**config.mk**
```make
export PLATFORM = sky130hd
export DESIGN_NAME = port_out_arbiter
export DESIGN_NICKNAME = d
export VERILOG_FILES = /design/src/rtl/port_out_arbiter.sv
export SDC_FILE = /design/constraint.sdc
export NUM_CORES = 1
export LEC_CHECK = 0
export BUFFER_PORTS_ARGS = -buffer_cell sky130_fd_sc_hd__buf_2
export CAP_MARGIN = 20
export CORE_MARGIN = 2
export CORE_UTILIZATION = 45
export DETAILED_ROUTE_END_ITERATION = 8
export MAX_ROUTING_LAYER = met4
export PLACE_DENSITY = 0.76
export SYNTH_ARGS = -nofsm -noshare
export SYNTH_HDL_FRONTEND = slang
export SYNTH_SLANG_ARGS = --single-unit
```
**constraint.sdc**
```tcl
create_clock -name clk -period 2 [get_ports clk]
set_clock_uncertainty 0.1 [all_clocks]
set_input_delay 0 -clock clk [delete_from_list [all_inputs] [get_ports clk]]
set_output_delay 0 -clock clk [all_outputs]
set_load 0.01 [all_outputs]
```
**src/rtl/port_out_arbiter.sv**
```systemverilog
// rtl/port_out_arbiter.sv - two-requester output-port write arbiter (IDLE->WRITE->ACK)
// Define PORT_ARB_RR_EN for round-robin tie-breaking; default build is fixed priority (A wins).
module port_out_arbiter #(
    parameter logic [7:0] BASE_ADDR = 8'hE0,
    parameter int         PORT_CNT  = 16
) (
    input  logic       clk,
    input  logic       reset,
    input  logic       req_a,
    input  logic       req_b,
    input  logic [7:0] addr_a,
    input  logic [7:0] addr_b,
    input  logic [7:0] data_a,
    input  logic [7:0] data_b,
    output logic       ack_a,
    output logic       ack_b,
    output logic       err_a,
    output logic       err_b,
    output logic [7:0] address,
    output logic [7:0] data_out,
    output logic       write,
    output logic       busy,
    output logic [7:0] write_count
);

    typedef enum logic [1:0] {
        S_IDLE  = 2'd0,
        S_WRITE = 2'd1,
        S_ACK   = 2'd2
    } state_t;

    state_t     r_state;
    state_t     w_next;
    logic       r_win_b;
    logic [7:0] r_addr;
    logic [7:0] r_data;
    logic [7:0] r_write_count;
    logic       w_grant_b;
    logic       w_start;
    logic       w_in_range;
    logic [8:0] w_lo;
    logic [8:0] w_hi;

    assign w_start = (r_state == S_IDLE) && (req_a || req_b);

`ifdef PORT_ARB_RR_EN
    logic r_last_b;

    // On a tie the requester that was not served last wins.
    assign w_grant_b = req_b && (!req_a || !r_last_b);

    always_ff @(posedge clk or posedge reset) begin
        if (reset) begin
            r_last_b <= 1'b1;
        end else if (w_start) begin
            r_last_b <= w_grant_b;
        end
    end
`else
    assign w_grant_b = req_b && !req_a;
`endif

    // Nine-bit compare so BASE_ADDR+PORT_CNT can reach 9'h100 without wrapping.
    assign w_lo       = {1'b0, BASE_ADDR};
    assign w_hi       = w_lo + 9'(PORT_CNT);
    assign w_in_range = ({1'b0, r_addr} >= w_lo) && ({1'b0, r_addr} < w_hi);

    always_ff @(posedge clk or posedge reset) begin
        if (reset) begin
            r_state <= S_IDLE;
        end else begin
            r_state <= w_next;
        end
    end

    always_ff @(posedge clk or posedge reset) begin
        if (reset) begin
            r_win_b <= 1'b0;
            r_addr  <= 8'h00;
            r_data  <= 8'h00;
        end else if (w_start) begin
            r_win_b <= w_grant_b;
            r_addr  <= w_grant_b ? addr_b : addr_a;
            r_data  <= w_grant_b ? data_b : data_a;
        end
    end

    always_ff @(posedge clk or posedge reset) begin
        if (reset) begin
            r_write_count <= 8'h00;
        end else if ((r_state == S_WRITE) && w_in_range) begin
            r_write_count <= r_write_count + 8'h01;
        end
    end

    assign write_count = r_write_count;

    always_comb begin
        w_next   = r_state;
        ack_a    = 1'b0;
        ack_b    = 1'b0;
        err_a    = 1'b0;
        err_b    = 1'b0;
        address  = 8'h00;
        data_out = 8'h00;
        write    = 1'b0;
        busy     = (r_state != S_IDLE);
        case (r_state)
            S_IDLE: begin
                if (req_a || req_b) begin
                    w_next = S_WRITE;
                end
            end
            S_WRITE: begin
                address  = r_addr;
                data_out = r_data;
                write    = w_in_range;
                w_next   = S_ACK;
            end
            S_ACK: begin
                ack_a  = !r_win_b;
                ack_b  = r_win_b;
                err_a  = !r_win_b && !w_in_range;
                err_b  = r_win_b && !w_in_range;
                w_next = S_IDLE;
            end
            default: begin
                w_next = S_IDLE;
            end
        endcase
    end

endmodule

```
[After elaboration in Yosys (flattened, before gate mapping)]
Index checks and enable logic that the tools add are counted.
Cells by class
  add/subtract/negate cells: 1
  order comparisons: 2
  equality and inequality tests: 3
  muxes and demuxes: 11
  reductions and logical operators: 12
Operators with widths (count)
  8-bit two-way mux: 4
  8-bit by 1-bit adder with 8-bit output, second input constant: 1
  8-bit greater-or-equal comparator, second input constant: 1
  8-bit < comparator, second input constant: 1
  1-bit logical AND: 6
  1-bit two-way mux: 5
  2-bit one-hot mux with 2 select lines: 1
  1-bit zero test: 3
  2-bit by 1-bit == test with 1-bit output, second input constant: 1
  2-bit == test, second input constant: 1
  2-bit zero test: 1
  2-bit two-way mux: 1
  2-bit by 1-bit inequality test with 1-bit output, second input constant: 1
  2-bit nonzero test: 1
  1-bit logical OR: 1
Word-level totals
  bits in registers: 27
  input bits: 36
  output and inout bits: 30

[Logic depth before layout (Yosys ltp)]
  depth in word-level cells: 5
  mapped depth: 5

[Worst setup path before layout]
OpenSTA, ideal clock, no wires.
  path kind: register -> register
  start point: register r_addr[4]
  end point: register r_write_count[1], in the netlist write_count[1]
  library setup time: 0.125 ns
  arrival time: 1.367 ns
  required time: 1.775 ns
  slack: 0.408 ns
  stages on the path, launching flop included: 4
  buffers on the path: 0
  cell sequence: dfrtp_1 -> nand4b_2 -> nor3b_4 -> mux2_2
On the way
  cells in the longest elaborated chain, start to end: 3
  elaborated cells on any way between the ends: 4
  those cells by class: order compare (2); reduce/logical (2)
Ends and longest elaborated chain
  start, declared: line 35  | logic [7:0] r_addr;
  start signal, assigned: line 83  | r_addr <= w_grant_b ? addr_b : addr_a;
  8-bit greater-or-equal comparator / 8-bit < comparator (equally long branches): line 66  | assign w_in_range = ({1'b0, r_addr} >= w_lo) && ({1'b0, r_addr} < w_hi);
  1-bit logical AND (*): line 66
  1-bit logical AND (*): line 91  | end else if ((r_state == S_WRITE) && w_in_range) begin
  end signal, assigned: line 92  | r_write_count <= r_write_count + 8'h01;
  end, declared: line 37  | logic [7:0] r_write_count;
Mark *: on every way between the ends. The rest lies on a longest branch, timed or not.
A chain may end at the register's enable or synchronous reset.

[Final worst setup path]
  start point: register r_state[1]
  end point: output data_out[1]
On the way
  cells in the longest elaborated chain, start to end: 2
Ends and longest elaborated chain
  start, declared: line 32  | state_t r_state;
  start signal, assigned: line 72  | r_state <= w_next;
  2-bit by 1-bit == test with 1-bit output: line 108  | case (r_state)
  8-bit two-way mux: line 108
  end, declared: line 20  | output logic [7:0] data_out,
No other way between the ends.

==> impl_metrics.py <==
metrics = {
    "status": {
        "outcome": "finished clean",
    },
    "timing": {
        "layout_worst_path_cycle_share_pct": 90.20,
        "worst_hold_slack_across_all_endpoints_ns": 0.04102,
        "setup-violations-final": 0,
        "relSlewSlack_pct": 68.17,
        "grt_setup_unrepaired": "no",
        "timing_max_transition_violations_final": 0,
        "setup_tns_ns": 0,
        "finalHoldViolCount": 0,
        "max_slew.worst_pin.slew_ns": 0.4774,
        "achievable-frequency_ghz": 0.5543,
        "layout_min_cycle_time_ns": 1.804,
    },
    "global_routing": {
        "grtUsageTotal_pct": 21.07,
        "grt_antenna_before_repair": 0,
        "first_pass_grt_wire_length_microns": 6168,
        "overflow": 0,
        "first_global_vias": 1371,
        "maximum_number_of_pins_on_one_net_before_global_route_repair": 28,
    },
    "synthesis": {
        "main_combinational_cell_family_by_area_after_synthesis": "multiplexers",
        "netlist-cell-type-count": 28,
        "asyncSetResetFlopFracSynth_pct": 100.0,
        "syn_avg_cell_area_sq_um": 13.25,
        "yosys_warnings": 0,
        "cell_types_occupying_the_most_area_after_synthesis": "sky130_fd_sc_hd__dfrtp_1 (44%), sky130_fd_sc_hd__mux2_4 (20%), sky130_fd_sc_hd__mux2_2 (9.5%)",
        "muxShareOfSynthArea_pct": 29.07,
        "synth_compound_gate_area_share_pct": 1.140,
        "sequential_element_share_of_the_synthesized_area_pct": 43.97,
        "syn-instance-count": 116,
        "post_synth_fa_ha_maj_area_fraction_pct": 0.8143,
        "yosys.area.top_type_share_pct": 43.97,
        "synth_area_sq_mm": 0.001536,
        "synthesis.nets": 153,
        "dominantRegCellSynth": "sky130_fd_sc_hd__dfrtp_1",
        "synthDominantAreaCellType": "sky130_fd_sc_hd__dfrtp_1",
        "postSynthRegisterBits": 27,
        "synth_edf_count": 0,
        "synth_xor_area_share_pct": 3.990,
        "synth_simple_gate_area_share_pct": 16.29,
    },
    "pwr": {
        "power.switching_uw": 837.4,
        "ir_worst_vdd_mv": 0.6073,
        "power.clock.fraction_pct": 10.2,
        "part_of_the_power_in_combinational_logic_pct": 50.4,
        "power-per-cell-area_mw_per_mm2": 1043,
        "seq_power_share_pct": 39.4,
        "p_int_mw": 1.533,
        "switching_share_pct": 35.33,
        "leakagePower_nw": 1.174,
    },
    "routing": {
        "total_wire_length_microns": 3755,
        "detailroute.via_count": 1244,
        "detail-route-antenna-nets": 0,
        "detailedRoute.firstPassIterationCount": 4,
        "drt_drc_violations_left": 0,
        "initialDrtViolationCount": 48,
        "viasPerCell": 4.694,
        "wl_per_cell_microns": 14.17,
    },
    "floorplanning": {
        "ios": 66,
        "fp.coreArea_sq_mm": 0.003311,
        "initial_utilization_pct": 46.41,
        "die_w_microns": 62.43,
        "row_count": 21,
        "design.die.area_sq_mm": 0.003898,
        "die_y_microns": 62.43,
    },
    "clock_tree": {
        "clock_sinks": 27,
        "tritoncts": "yes",
        "ctsRootBufferMaster": "sky130_fd_sc_hd__clkbuf_4",
        "cts_post_setup_buffers_inserted": 0,
        "max-clock-path-buffers": 2,
        "clkLatencyLatePin_ns": 0.34,
        "cts.repair.resized": 0,
        "clk_pin_slew_worst_paths_ns": 0.15,
        "cts-buffers-inserted": 3,
        "htreeDepth": 1,
        "cts_hold_buffers": 35,
    },
    "final_layout": {
        "stdcell_count": 265,
        "n_antenna_cell": 0,
        "flow.area_growth_from_synthesis_pct": 47.88,
        "layout_net_count": 257,
        "layout.cells.most_common": "sky130_fd_sc_hd__buf_2",
        "drive_gt1_share_pct": 50.68,
        "layout_common_cells": "sky130_fd_sc_hd__buf_2 (65), sky130_fd_sc_hd__dlygate4sd3_1 (35), sky130_fd_sc_hd__dfrtp_1 (27)",
    },
    "critical_path": {
        "crit_path_max_fanout": 17,
        "rrSetupSlack_ns": 0.36,
        "required_ns": 1.90,
        "worst_setup_path_end_kind": "output port",
        "arrival_ns": 1.70,
        "worst_setup_path_start_kind": "flip-flop",
        "critPathKind": "reg2out",
    },
    "place": {
        "hpwlAfterDp_microns": 2414,
        "gp_congestion": 0.7687,
        "dpl.cell_count": 226,
        "io_buffer_count": 65,
    },
    "flow_run": {
        "maxCapViolations": 0,
    },
    "min_path": {
        "hold_wc_path_type": "in2reg",
    },
}
==> power by group through the flow <==
stage / Sequential (mW) / Combinational, mW / Clock (mW)
global placement: 0.930 / 1.10 / 0
floorplan: 0.909 / 0.822 / 0
global route: 0.973 / 1.29 / 0.274
CTS: 0.935 / 1.19 / 0.236
finish: 0.935 / 1.19 / 0.241
detailed placement: 0.943 / 1.12 / 0
==> stage by stage <==
stage	utilization, %	area (sq um)	setup slack [ns]	total power [mW]
global route	68.63	2272	0.03747	2.534
finish	68.63	2272	0.1960	2.370
floorplan	-	1536	0.4079	1.732
CTS	68.63	2272	0.2252	2.365
global placement	57.22	1894	0.4213	2.025
detailed placement	57.22	1894	0.3727	2.065
==> registers in the layout, indices dropped and copies added (netlist names) <==
register	flops
write_count	8
r_state	2
r_data	8
r_addr	8
r_win_b	1
==> routing by layer <==
metal | routed length [microns] | share of wire, % | up-vias | GRT usage, %
li1 | - | - | 604 | -
met1 | 1478 | 39 | 587 | 22.08
met2 | 2038 | 54 | 44 | 38.98
met3 | 156 | 4.2 | 9 | 3.604
met4 | 82 | 2.2 | 0 | 8.611
met5 | 0 | 0 | - | -
==> critical path, stage by stage (launching register included) <==
cell and delay, ns:
sky130_fd_sc_hd__dfrtp_1 0.49, sky130_fd_sc_hd__and2b_1 0.53, sky130_fd_sc_hd__and2_1 0.21, sky130_fd_sc_hd__buf_2 0.13
==> cell families (layout without fill, tap and decap cells) <==
kind of cell | count (synthesis) | count (layout)
AOI/OAI and AO/OA | 3 | 3
xor gates and xnor gates | 7 | 7
adders and majority gates | 1 | 1
buffers and inverters | 9 | 112
DFF | 27 | 27
muxes | 33 | 33
and+or+nand+nor | 36 | 36
==> Yosys cell counts (all sizes together) (2+ instances only) <==
library cell / number
xor2: 5
dfrtp: 27
nand4b: 2
nor3b: 2
mux2: 33
inv: 4
and2: 18
xnor2: 2
nor3: 4
a21oi: 2
nor2: 2
buf: 4
==> final cells by class <==
cell class,count,area (sq um)
Fill cell,270,1039
Multi-Input combinational cell,80,790.8
Timing Repair Buffer,104,705.7
Sequential cell,27,675.6
Tap cell,46,57.56
Clock buffer,3,22.52
Inverter,4,15.01
Clock inverter,1,5.005
==> worst paths after layout <==
check	from	to	cells after the start
setup / recovery	r_state[1]	data_out[1]	3
setup reg to reg	r_addr[4]	write_count[1]	3
max in group asynchronous	reset	write_count[0]	4
hold reg to reg	write_count[7]	write_count[7]	1
hold / removal	req_b	r_state[0]	3
min in group asynchronous	reset	write_count[6]	4
Note: power is estimated with default switching activity, not from simulation.
